$ cat src/rtl/muldiv_ctrl_pkg.sv
// muldiv_ctrl_pkg: shared definitions for the HI/LO multiply/divide sequencer.
//   md_op_e     : decoder op encoding as carried on the op bus (MULT/MULTU/DIV/DIVU)
//   md_state_e  : sequencer FSM states
//   md_div_t    : remainder/quotient pair of the restoring divider
//   md_div_step : one restoring-division iteration (one quotient bit)
package muldiv_ctrl_pkg;

   typedef enum logic [1:0] {
      MD_MULT  = 2'b00,
      MD_MULTU = 2'b01,
      MD_DIV   = 2'b10,
      MD_DIVU  = 2'b11
   } md_op_e;

   typedef enum logic [1:0] {
      ST_IDLE = 2'b00,
      ST_MUL  = 2'b01,
      ST_DIV  = 2'b10,
      ST_DONE = 2'b11
   } md_state_e;

   localparam int         MD_DIV_ITERS    = 32;
   localparam logic [5:0] MD_DIV_CNT_LOAD = 6'(MD_DIV_ITERS - 1);

   typedef struct packed {
      logic [31:0] rem;
      logic [31:0] quo;
   } md_div_t;

   // op[1] selects the divide family, op[0] selects unsigned.
   function automatic logic md_is_div(input md_op_e op);
      return op[1];
   endfunction

   function automatic logic md_is_signed(input md_op_e op);
      return !op[0];
   endfunction

   // Shift the next dividend bit into the partial remainder and subtract the
   // divisor when it fits. The partial remainder is always below the divisor,
   // so the 33-bit trial value minus the divisor always fits back in 32 bits.
   function automatic md_div_t md_div_step(input md_div_t cur, input logic [31:0] dvs);
      logic [32:0] trial;
      md_div_t     nxt;
      trial = {cur.rem, cur.quo[31]};
      if (trial >= {1'b0, dvs}) begin
         nxt.rem = trial[31:0] - dvs;
         nxt.quo = {cur.quo[30:0], 1'b1};
      end else begin
         nxt.rem = trial[31:0];
         nxt.quo = {cur.quo[30:0], 1'b0};
      end
      return nxt;
   endfunction

endpackage

$ cat src/rtl/muldiv_ctrl_if.sv
// muldiv_ctrl_if: execute-stage <-> HI/LO sequencer handshake.
//   start/op/src_a/src_b : instruction offered by E (held while stalled)
//   flush                : cancel the E-stage instruction
//   stall_req            : freeze F/D/E
//   done/result_hi/lo    : one-cycle HI/LO write strobe with its data
// master = pipeline side, slave = sequencer side.
interface muldiv_ctrl_if;
   import muldiv_ctrl_pkg::*;

   logic        start;
   md_op_e      op;
   logic [31:0] src_a;
   logic [31:0] src_b;
   logic        flush;
   logic        stall_req;
   logic        done;
   logic [31:0] result_hi;
   logic [31:0] result_lo;

   modport master (
      output start, op, src_a, src_b, flush,
      input  stall_req, done, result_hi, result_lo
   );

   modport slave (
      input  start, op, src_a, src_b, flush,
      output stall_req, done, result_hi, result_lo
   );

endinterface

$ cat src/rtl/muldiv_ctrl_div_radix2.sv
// div_radix2: bit-serial restoring divider for unsigned 32-bit operands.
//   clk, resetn         : clock, synchronous active-low reset
//   load                : capture dividend/divisor and perform the first iteration
//   en                  : perform one further iteration
//   dividend, divisor   : unsigned operands, sampled with load
//   quotient, remainder : final after load plus 31 enabled cycles (32 iterations)
module div_radix2
   import muldiv_ctrl_pkg::*;
(
   input  logic        clk,
   input  logic        resetn,
   input  logic        load,
   input  logic        en,
   input  logic [31:0] dividend,
   input  logic [31:0] divisor,
   output logic [31:0] quotient,
   output logic [31:0] remainder
);

   md_div_t     st_q;
   md_div_t     seed;
   logic [31:0] dvs_q;

   assign seed = {32'd0, dividend};

   // The load cycle already retires the first quotient bit so that the last
   // bit is ready one cycle earlier and the caller can register its sign
   // fixup on the final DIV cycle.
   always_ff @(posedge clk) begin
      if (!resetn) begin
         st_q  <= '0;
         dvs_q <= '0;
      end else if (load) begin
         st_q  <= md_div_step(seed, divisor);
         dvs_q <= divisor;
      end else if (en) begin
         st_q  <= md_div_step(st_q, dvs_q);
      end
   end

   assign quotient  = st_q.quo;
   assign remainder = st_q.rem;

endmodule

$ cat src/rtl/muldiv_ctrl.sv
// muldiv_ctrl: multi-cycle sequencer for MULT/MULTU/DIV/DIVU writing HI/LO.
//   MUL_LAT : cycles spent in MUL (depth of the product register chain), >= 1
//   clk     : clock, rising edge
//   resetn  : synchronous active-low reset
//   bus     : muldiv_ctrl_if.slave (start/op/src_a/src_b/flush in,
//             stall_req/done/result_hi/result_lo out)
module muldiv_ctrl
   import muldiv_ctrl_pkg::*;
#(
   parameter int MUL_LAT = 2
) (
   input  logic         clk,
   input  logic         resetn,
   muldiv_ctrl_if.slave bus
);

   md_state_e   state_q, state_d;
   logic [5:0]  cnt_q;
   logic        cnt_last;
   logic        accept, div_zero, div_load, div_en;
   logic        stall_c, done_c;
   logic        sgn_q, sgn_in;
   logic [31:0] a_q, b_q, hi_q, lo_q;
   logic [31:0] mag_a, mag_b, quo, rem;
   logic        q_neg, r_neg;
   logic [63:0] mul_a, mul_b, prod, prod_final;

   assign cnt_last = (cnt_q == 6'd0);
   assign div_zero = (bus.src_b == 32'd0);
   assign sgn_in   = md_is_signed(bus.op);

   // Next-state and handshake outputs. Flush overrides everything, and while
   // reset is held no stall or done may reach the pipeline.
   always_comb begin
      state_d = state_q;
      stall_c = 1'b0;
      done_c  = 1'b0;
      accept  = 1'b0;
      case (state_q)
         ST_IDLE: begin
            if (bus.start && !bus.flush) begin
               accept  = 1'b1;
               stall_c = 1'b1;
               if (!md_is_div(bus.op))
                  state_d = ST_MUL;
               else if (div_zero)
                  state_d = ST_DONE;
               else
                  state_d = ST_DIV;
            end
         end
         ST_MUL, ST_DIV: begin
            stall_c = !bus.flush;
            if (cnt_last)
               state_d = ST_DONE;
         end
         ST_DONE: begin
            done_c  = !bus.flush;
            state_d = ST_IDLE;
         end
         default: state_d = ST_IDLE;
      endcase
      if (bus.flush)
         state_d = ST_IDLE;
      if (!resetn) begin
         stall_c = 1'b0;
         done_c  = 1'b0;
      end
   end

   // State register.
   always_ff @(posedge clk) begin
      if (!resetn)
         state_q <= ST_IDLE;
      else
         state_q <= state_d;
   end

   // Cycle counter: loaded on acceptance, counts down to the terminal zero
   // and holds there, so it never wraps.
   always_ff @(posedge clk) begin
      if (!resetn)
         cnt_q <= 6'd0;
      else if (accept)
         cnt_q <= md_is_div(bus.op) ? MD_DIV_CNT_LOAD : 6'(MUL_LAT - 1);
      else if ((state_q == ST_MUL || state_q == ST_DIV) && !cnt_last)
         cnt_q <= cnt_q - 6'd1;
   end

   // Operand capture; the signs of the raw operands drive the divide fixup.
   always_ff @(posedge clk) begin
      if (!resetn) begin
         sgn_q <= 1'b0;
         a_q   <= '0;
         b_q   <= '0;
      end else if (accept) begin
         sgn_q <= sgn_in;
         a_q   <= bus.src_a;
         b_q   <= bus.src_b;
      end
   end

   // Multiplier: extending both operands to 64 bits (sign or zero) and keeping
   // the low 64 bits of the product equals the exact 33x33-bit signed product.
   assign mul_a = {{32{sgn_q & a_q[31]}}, a_q};
   assign mul_b = {{32{sgn_q & b_q[31]}}, b_q};
   assign prod  = mul_a * mul_b;

   // The result register is the last stage of the product chain, so only
   // MUL_LAT-1 intermediate stages live here.
   generate
      if (MUL_LAT == 1) begin : g_mul_direct
         assign prod_final = prod;
      end else begin : g_mul_pipe
         logic [63:0] pipe [MUL_LAT-1];
         always_ff @(posedge clk) begin
            pipe[0] <= prod;
            for (int i = 1; i < MUL_LAT - 1; i++)
               pipe[i] <= pipe[i-1];
         end
         assign prod_final = pipe[MUL_LAT-2];
      end
   endgenerate

   // Divider is fed magnitudes taken from the raw operands at acceptance.
   assign mag_a    = (sgn_in && bus.src_a[31]) ? -bus.src_a : bus.src_a;
   assign mag_b    = (sgn_in && bus.src_b[31]) ? -bus.src_b : bus.src_b;
   assign div_load = accept && md_is_div(bus.op) && !div_zero;
   assign div_en   = (state_q == ST_DIV) && !cnt_last;

   div_radix2 u_div (
      .clk       (clk),
      .resetn    (resetn),
      .load      (div_load),
      .en        (div_en),
      .dividend  (mag_a),
      .divisor   (mag_b),
      .quotient  (quo),
      .remainder (rem)
   );

   assign q_neg = sgn_q & (a_q[31] ^ b_q[31]);
   assign r_neg = sgn_q & a_q[31];

   // HI/LO result registers, written on the edge that enters DONE and held
   // otherwise. A flushed operation never updates them. MIN_INT / -1 needs no
   // special case: the unsigned quotient 0x8000_0000 is simply left un-negated.
   always_ff @(posedge clk) begin
      if (!resetn) begin
         hi_q <= '0;
         lo_q <= '0;
      end else if (div_zero && accept && md_is_div(bus.op)) begin
         hi_q <= bus.src_a;
         lo_q <= 32'hFFFF_FFFF;
      end else if (!bus.flush && state_q == ST_MUL && cnt_last) begin
         hi_q <= prod_final[63:32];
         lo_q <= prod_final[31:0];
      end else if (!bus.flush && state_q == ST_DIV && cnt_last) begin
         hi_q <= r_neg ? -rem : rem;
         lo_q <= q_neg ? -quo : quo;
      end
   end

   assign bus.stall_req = stall_c;
   assign bus.done      = done_c;
   assign bus.result_hi = hi_q;
   assign bus.result_lo = lo_q;

endmodule

$ cat src/flat_wrapper.sv
// flat-port wrapper written by rule: the top's interface ports become plain ports
module muldiv_ctrl_flat import muldiv_ctrl_pkg::*;
#(
   parameter int MUL_LAT = 2
)
  (clk, resetn, bus_start, bus_op, bus_src_a, bus_src_b, bus_flush, bus_stall_req, bus_done, bus_result_hi, bus_result_lo);
  muldiv_ctrl_if bus_i ();
  input  logic clk;
  input  logic resetn;
  input wire logic [$bits(bus_i.start)-1:0] bus_start;
  input wire logic [$bits(bus_i.op)-1:0] bus_op;
  input wire logic [$bits(bus_i.src_a)-1:0] bus_src_a;
  input wire logic [$bits(bus_i.src_b)-1:0] bus_src_b;
  input wire logic [$bits(bus_i.flush)-1:0] bus_flush;
  output wire logic [$bits(bus_i.stall_req)-1:0] bus_stall_req;
  output wire logic [$bits(bus_i.done)-1:0] bus_done;
  output wire logic [$bits(bus_i.result_hi)-1:0] bus_result_hi;
  output wire logic [$bits(bus_i.result_lo)-1:0] bus_result_lo;
  assign bus_i.start = bus_start;
  assign bus_i.op = bus_op;
  assign bus_i.src_a = bus_src_a;
  assign bus_i.src_b = bus_src_b;
  assign bus_i.flush = bus_flush;
  assign bus_stall_req = bus_i.stall_req;
  assign bus_done = bus_i.done;
  assign bus_result_hi = bus_i.result_hi;
  assign bus_result_lo = bus_i.result_lo;
  muldiv_ctrl #(.MUL_LAT(MUL_LAT)) u_core (.clk(clk), .resetn(resetn), .bus(bus_i));
endmodule
$ cat config.mk
export PLATFORM = sky130hd
export DESIGN_NAME = muldiv_ctrl_flat
export DESIGN_NICKNAME = d
export VERILOG_FILES = /design/src/rtl/muldiv_ctrl_pkg.sv /design/src/rtl/muldiv_ctrl_if.sv /design/src/rtl/muldiv_ctrl_div_radix2.sv /design/src/rtl/muldiv_ctrl.sv /design/src/flat_wrapper.sv
export SDC_FILE = /design/constraint.sdc
export NUM_CORES = 2
export LEC_CHECK = 0
export CORE_MARGIN = 8
export CORE_UTILIZATION = 60
export CTS_BUF_LIST = sky130_fd_sc_hd__clkbuf_4
export CTS_CLUSTER_DIAMETER = 100
export DETAILED_ROUTE_END_ITERATION = 16
export PLACE_DENSITY_LB_ADDON = 0.2
export SYNTH_ARGS = -nofsm -noshare
export SYNTH_HDL_FRONTEND = slang
export SYNTH_SLANG_ARGS = --single-unit
$ cat constraint.sdc
create_clock -name clk -period 9.9 [get_ports clk]
set_input_delay 1.485 -clock clk [delete_from_list [all_inputs] [get_ports clk]]
set_output_delay 1.485 -clock clk [all_outputs]
set_load 0.1 [all_outputs]
== Word level (Yosys, flattened, before mapping) ==
Memories as Yosys holds them, arrays and structs flattened.
Cells that the tools add are included.

* $add $sub $neg: 7
* $mul: 1
* $lt $le $gt $ge: 2
* Eq/ne operators: 5
* Muxes and demuxes: 28
* Bitwise logic cells: 5
* Reduce and logical (&&, ||, !) cells: 27

{| class="wikitable"
|+ Operators with widths
! operator !! count
|-
| 32-bit two-way mux || 10
|-
| 64-bit two-way mux || 4
|-
| 32-bit negator || 4
|-
| 33-bit by 33-bit multiplier with 64-bit output || 1
|-
| 33-bit by 32-bit greater-or-equal comparator with 1-bit output || 1
|-
| 1-bit by 32-bit greater-or-equal comparator with 1-bit output || 1
|-
| 32-bit zero test || 1
|-
| 1-bit by 32-bit subtractor with 32-bit output || 1
|-
| 32-bit subtractor || 1
|-
| 1-bit logical AND || 13
|-
| 6-bit two-way mux || 2
|-
| 6-bit zero test || 1
|-
| 1-bit two-way mux || 6
|-
| 2-bit two-way mux || 3
|-
| 2-bit one-hot mux with 3 select lines || 1
|-
| 6-bit by 1-bit subtractor with 6-bit output, second input constant || 1
|-
| 5-bit two-way mux || 1
|-
| 2-bit == test, second input constant || 2
|-
| 1-bit zero test || 4
|-
| 2-bit by 1-bit inequality test with 1-bit output, second input constant || 2
|-
| 2-bit nonzero test || 2
|-
| 2-bit OR reduction || 2
|-
| 1-bit AND || 3
|-
| 3-bit nonzero test || 1
|-
| other kinds (7) || 7
|}

* Register bits: 233
* Memory bits (writable): 64
* Word-level logic and storage cells: 86
* Memories: 1

{| class="wikitable"
|+ Memory list
! memory !! words !! width !! read ports !! clocked after Yosys merged registers in !! write ports !! line !! RTL
|-
| u_core.g_mul_pipe.pipe || 1 || 64 || 1 || 0 || 1 || muldiv_ctrl.sv:115 || <nowiki>logic [63:0] pipe [MUL_LAT-1];</nowiki>
|}

== Depth between registers and ports, before layout ==
* Depth in word-level cells: 7
* Mapped depth: 31

== Cells and area by module ==
From an unflattened synthesis, not the netlist that was laid out.

* Cells, all modules: 6,183
* Area, all modules: 54,197.0 µm²

{| class="wikitable"
|+ Modules (own cells, without submodules)
! module !! times used !! cells an instance !! area each (µm²) !! seq. area each (µm²)
|-
| muldiv_ctrl || 1 || 5,383 || 47,872.2 || 4,023.9
|-
| div_radix2 || 1 || 800 || 6,324.8 || 1,921.8
|}

== Least setup slack after synthesis ==
OpenSTA, ideal clock, no wires.

* Path type: register to register
* From: reg u_core.a_q[31]
* To: mem u_core.g_mul_pipe.pipe[0][62]
* Setup time: 0.072 ns
* Data arrival time: 8.021 ns
* Path slack: 1.807 ns
* Stages on the path, launching flop included: 30
* Cells stage by stage: dfxtp_1 -> and2_1 -> clkbuf_1 -> buf_1 -> nand2_1 -> inv_1 -> fa_1 -> inv_1 -> fa_1 -> inv_1 -> fa_1 -> inv_1 -> fa_1 -> inv_1 -> fa_1 -> fa_1 -> inv_1 -> fa_1 -> fa_1 -> inv_1 -> ha_1 -> a21o_1 -> a21o_1 -> a21oi_1 -> nor3b_1 -> a31oi_1 -> a21oi_1 -> o21ai_0 -> a21oi_1 -> xnor2_1

* Cells in the longest elaborated chain, start to end: 2

{| class="wikitable"
|+ RTL lines
! item !! line !! RTL
|-
| start: declaration || muldiv_ctrl.sv:23 || <nowiki>logic [31:0] a_q, b_q, hi_q, lo_q;</nowiki>
|-
| start signal: assignment || muldiv_ctrl.sv:98 || <nowiki>a_q <= bus.src_a;</nowiki>
|-
| 1-bit AND || muldiv_ctrl.sv:105 || <nowiki>assign mul_a = {{32{sgn_q & a_q[31]}}, a_q};</nowiki>
|-
| 33-bit by 33-bit multiplier with 64-bit output * || muldiv_ctrl.sv:107 || <nowiki>assign prod = mul_a * mul_b;</nowiki>
|-
| net u_core.prod[62] || muldiv_ctrl.sv:26 || <nowiki>logic [63:0] mul_a, mul_b, prod, prod_final;</nowiki>
|-
| end: declaration || muldiv_ctrl.sv:115 ||
|}

Mark *: on every way through the listed nets, which the timed path passes. The rest lies on a longest branch.

== Worst setup path in the final report ==
* From: reg u_core.a_q[11]
* To: mem u_core.g_mul_pipe.pipe[0][52]

* Cells in the longest elaborated chain, start to end: 1

{| class="wikitable"
|+ RTL lines
! item !! line
|-
| 33-bit by 33-bit multiplier with 64-bit output || muldiv_ctrl.sv:107
|-
| net u_core.prod[52] || muldiv_ctrl.sv:26
|}

The timed path passes the listed nets, and every way through them passes these cells.

==> results.sh <==
export IMPL_critical_path_max_stage_delay_ns=0.96
export IMPL_cts_buffers=86
export IMPL_cp_common_cell="fa_1"
export IMPL_end_kind="register"
export IMPL_cp_arrival_ns=9.76
export IMPL_first_pass_iters=7
export IMPL_leakagePower_nw=27.50
export IMPL_fin_nets=7617
export IMPL_grt_pass1_wl_microns=250600
export IMPL_overflow=0
export IMPL_cp_required_ns=10.64
export IMPL_ctsResizeCount=0
export IMPL_rsz0062_at_grt="no"
export IMPL_yosys_area_share_adder=0.4751
export IMPL_io_buffers=135
export IMPL_clk_pin_slew_worst_paths_ns=0.09
export IMPL_drive_gt1_frac=0.04992
export IMPL_p_per_area_nw_per_um2=75.38
export IMPL_std_cell_rows=110
export IMPL_clockRootBuffer="clkbuf_4"
export IMPL_dp_hpwl_microns=125600
export IMPL_nFillCells=7732
export IMPL_synthCells=6200
export IMPL_synthTopCellsByArea="fa_1 42%, dfxtp_1 11%, inv_1 8.0%, nand2_1 7.0%, ha_1 6.0%"
export IMPL_path_buf_inv=5
export IMPL_start_kind="register"
export IMPL_finalHoldViolCount=0
export IMPL_clock_sink_count=297
export IMPL_synth_simple_area_share=0.1680
export IMPL_drtAntennaViolNets=0
export IMPL_gr_usage_all_layers=0.3223
export IMPL_htree_levels=3
export IMPL_die_w_microns=316.7
export IMPL_netlist_area_sq_um=54260
export IMPL_clkLatencyLatePin_ns=0.91
export IMPL_syn_area_per_cell_sq_um=8.752
export IMPL_core_sq_um=89870
export IMPL_hold_buffers=0
export IMPL_irDropWorstVdd_v=0.0001179
export IMPL_grt_pass1_vias=45390
export IMPL_synth_top_family_by_area="adder cells"
export IMPL_fmax_ghz=0.1109
export IMPL_synth_top_area_share=0.4154
export IMPL_syn_to_final_growth_pct=6.281
export IMPL_cap_viol_max_count=0
export IMPL_grt_antenna_before_repair=12
export IMPL_synth_compound_area_share=0.1012
export IMPL_ys_flop_type="dfxtp_1"
export IMPL_drc=0
export IMPL_wl_microns=158200
export IMPL_ios=136
export IMPL_place_congestion=0.9296
export IMPL_fin_tns_setup_ns=0
export IMPL_routedWlPerCell_microns=21.35
export IMPL_synth_edf_count=0
export IMPL_async_flop_share=0
export IMPL_min_period_ns=9.016
export IMPL_design_area_sq_um=57670
export IMPL_initial_utilization=0.6038
export IMPL_timing_worst_setup_path_type="reg -> reg"
export IMPL_critical_path_top_delay_family="adder cells"
export IMPL_yosysMostFrequentCell="inv_1"
export IMPL_yosysTopAreaCell="fa_1"
export IMPL_vias=43180
export IMPL_die_h_microns=316.7
export IMPL_synthTopCellsByCount="1157 x inv_1, 1126 x fa_1, 1018 x nand2_1, 396 x and2_1, 355 x clkbuf_1"
export IMPL_dieArea_sq_um=100300
export IMPL_cpMaxStageDelayCell="a211oi_1"
export IMPL_yosys_mux_area_fraction=0.004842
export IMPL_status="complete, no violations"
export IMPL_ys_seq_area_frac=0.1096
export IMPL_postCtsSetupRepairBufs=0
export IMPL_drtIter0Drc=3258
export IMPL_max_slew_margin=0.1717
export IMPL_timing_rr_start="u_core.a_q[11]$_SDFFE_PN0P_"
export IMPL_min_from="u_core.a_q[8]$_SDFFE_PN0P_"
export IMPL_critPathMaxFanout=21
export IMPL_cts_buffer_depth=3
export IMPL_slew_viol_final=0
export IMPL_grt_max_degree=92
export IMPL_worst_pin_slew_ns=1.233
export IMPL_finalClockSkew_ns=0.06552
export IMPL_syn_nets=7655
export IMPL_postPlaceCellArea_sq_um=56550
export IMPL_synth_seq_cells=297
export IMPL_path_cells="buf_4 -> and2_1 -> fa_1 -> fa_1 -> inv_1 -> fa_1 -> fa_1 -> fa_1 -> inv_1 -> fa_1 -> fa_1 -> inv_1 -> fa_1 -> inv_1 -> ha_1 -> nand2_1 -> or3_1 -> a211oi_1 -> o21ai_0 -> o21ai_0 -> nand2_1 -> nor3_1 -> o22ai_1 -> xnor2_1"
export IMPL_synth_xor_area_frac=0.03486
export IMPL_via_per_inst=5.826
export IMPL_whs_ns=0.4667
export IMPL_synth_cell_type_count=80
export IMPL_period_share=0.9107
export IMPL_hold_path_class="reg -> reg"
export IMPL_synth_yosys_warnings=0
export IMPL_cts_tree="done"
export IMPL_setup_violations=0
export IMPL_worstSetupStartpoint="u_core.a_q[11]$_SDFFE_PN0P_"
[metal layers]
metal  vias up  GRT usage  part of all wire
met5         -          0           0.00021
met4         6     0.2026             0.074
met3       589    0.04190             0.063
met2      1861     0.5455              0.49
met1     21760     0.3905              0.37
li1      18960          -                 -
[kinds of logic (layout without fill, tap and decap cells)]
group                    Yosys count  in the layout
buffers and inverters           1530           1560
AO/OA/AOI/OAI                    798            798
adder cells (fa/ha/maj)         1385           1385
multiplexers                      25             25
other                              0              5
flip-flops                       297            297
XOR/XNOR                         216            216
AND/OR/NAND/NOR                 1949           1949
[where the power goes]
part / switching, mW / internal (mW)
Combinational: 1.07 / 0.623
Clock: 0.645 / 0.594
Sequential: 0.118 / 1.30
Total: 1.83 / 2.51
[cell type report]
| cell class | count | area (sq um) | area share |
|---|---|---|---|
| Multi-Input combinational cell | 4373 | 42590 | 0.7385 |
| Clock inverter | 37 | 215.2 | 0.003731 |
| Tap cell | 1176 | 1471 | 0.02551 |
| Timing Repair Buffer | 246 | 2198 | 0.03812 |
| Antenna cell | 5 | 12.51 | 0.0002169 |
| Clock buffer | 119 | 893.4 | 0.01549 |
| Inverter | 1158 | 4347 | 0.07537 |
| Sequential cell | 297 | 5946 | 0.1031 |
[worst paths after layout]
kind                                                              end  slack, ns  depth (start not counted)
worst max-delay path            u_core.g_mul_pipe.pipe[0][52]$_DFF_P_       0.88                         24
worst min-delay path                       u_core.a_q[8]$_SDFFE_PN0P_       0.47                          2
worst max register to register  u_core.g_mul_pipe.pipe[0][52]$_DFF_P_       0.88                         24
worst min register to register             u_core.a_q[8]$_SDFFE_PN0P_       0.47                          2
[registers in the layout, summed over array words and instances, names as in the netlist]
| register | count |
|---|---|
| u_core.u_div.quotient | 32 |
| u_core.b_q | 32 |
| u_core.bus.result_hi | 32 |
| u_core.u_div.dvs_q | 32 |
| u_core.cnt_q | 6 |
| u_core.g_mul_pipe.pipe | 64 |
| u_core.bus.result_lo | 32 |
| u_core.state_q | 2 |
| u_core.a_q | 32 |
| u_core.u_div.remainder | 32 |
| u_core.sgn_q | 1 |
[stage by stage]
stage	power, mW	util	setup WS (ns)	instances
after global placement	3.083	0.6292	1.137	7250
after global routing	4.603	0.6417	0.5265	7410
after CTS	4.345	0.6416	1.091	7406
after floorplan	2.571	-	1.807	6200
after detailed placement	3.107	0.6292	1.145	7250
final	4.347	0.6417	0.8845	7411
[worst min-delay path, cell delays in order, from the launching register on]
cell and delay, ns:
dfxtp_1 0.31, nand2_1 0.05, a21boi_0 0.06
[cell usage in the layout (no fill, tap or decap), drive strengths merged, types with 29 or more instances in the layout]
| master | count |
|---|---|
| dfxtp | 297 |
| a21boi | 103 |
| and2 | 396 |
| a21o | 51 |
| clkdlybuf4s50 | 134 |
| nor2 | 209 |
| a21oi | 202 |
| and3 | 43 |
| fa | 1126 |
| xnor2 | 140 |
| nand3 | 87 |
| o211a | 69 |
| xor2 | 76 |
| ha | 259 |
| inv | 1161 |
| a211oi | 88 |
| clkinv | 31 |
| buf | 112 |
| a31oi | 29 |
| nand2 | 1019 |
| clkbuf | 119 |
| o21ai | 123 |
| nor3 | 44 |
(Power assumes the default switching activity.)
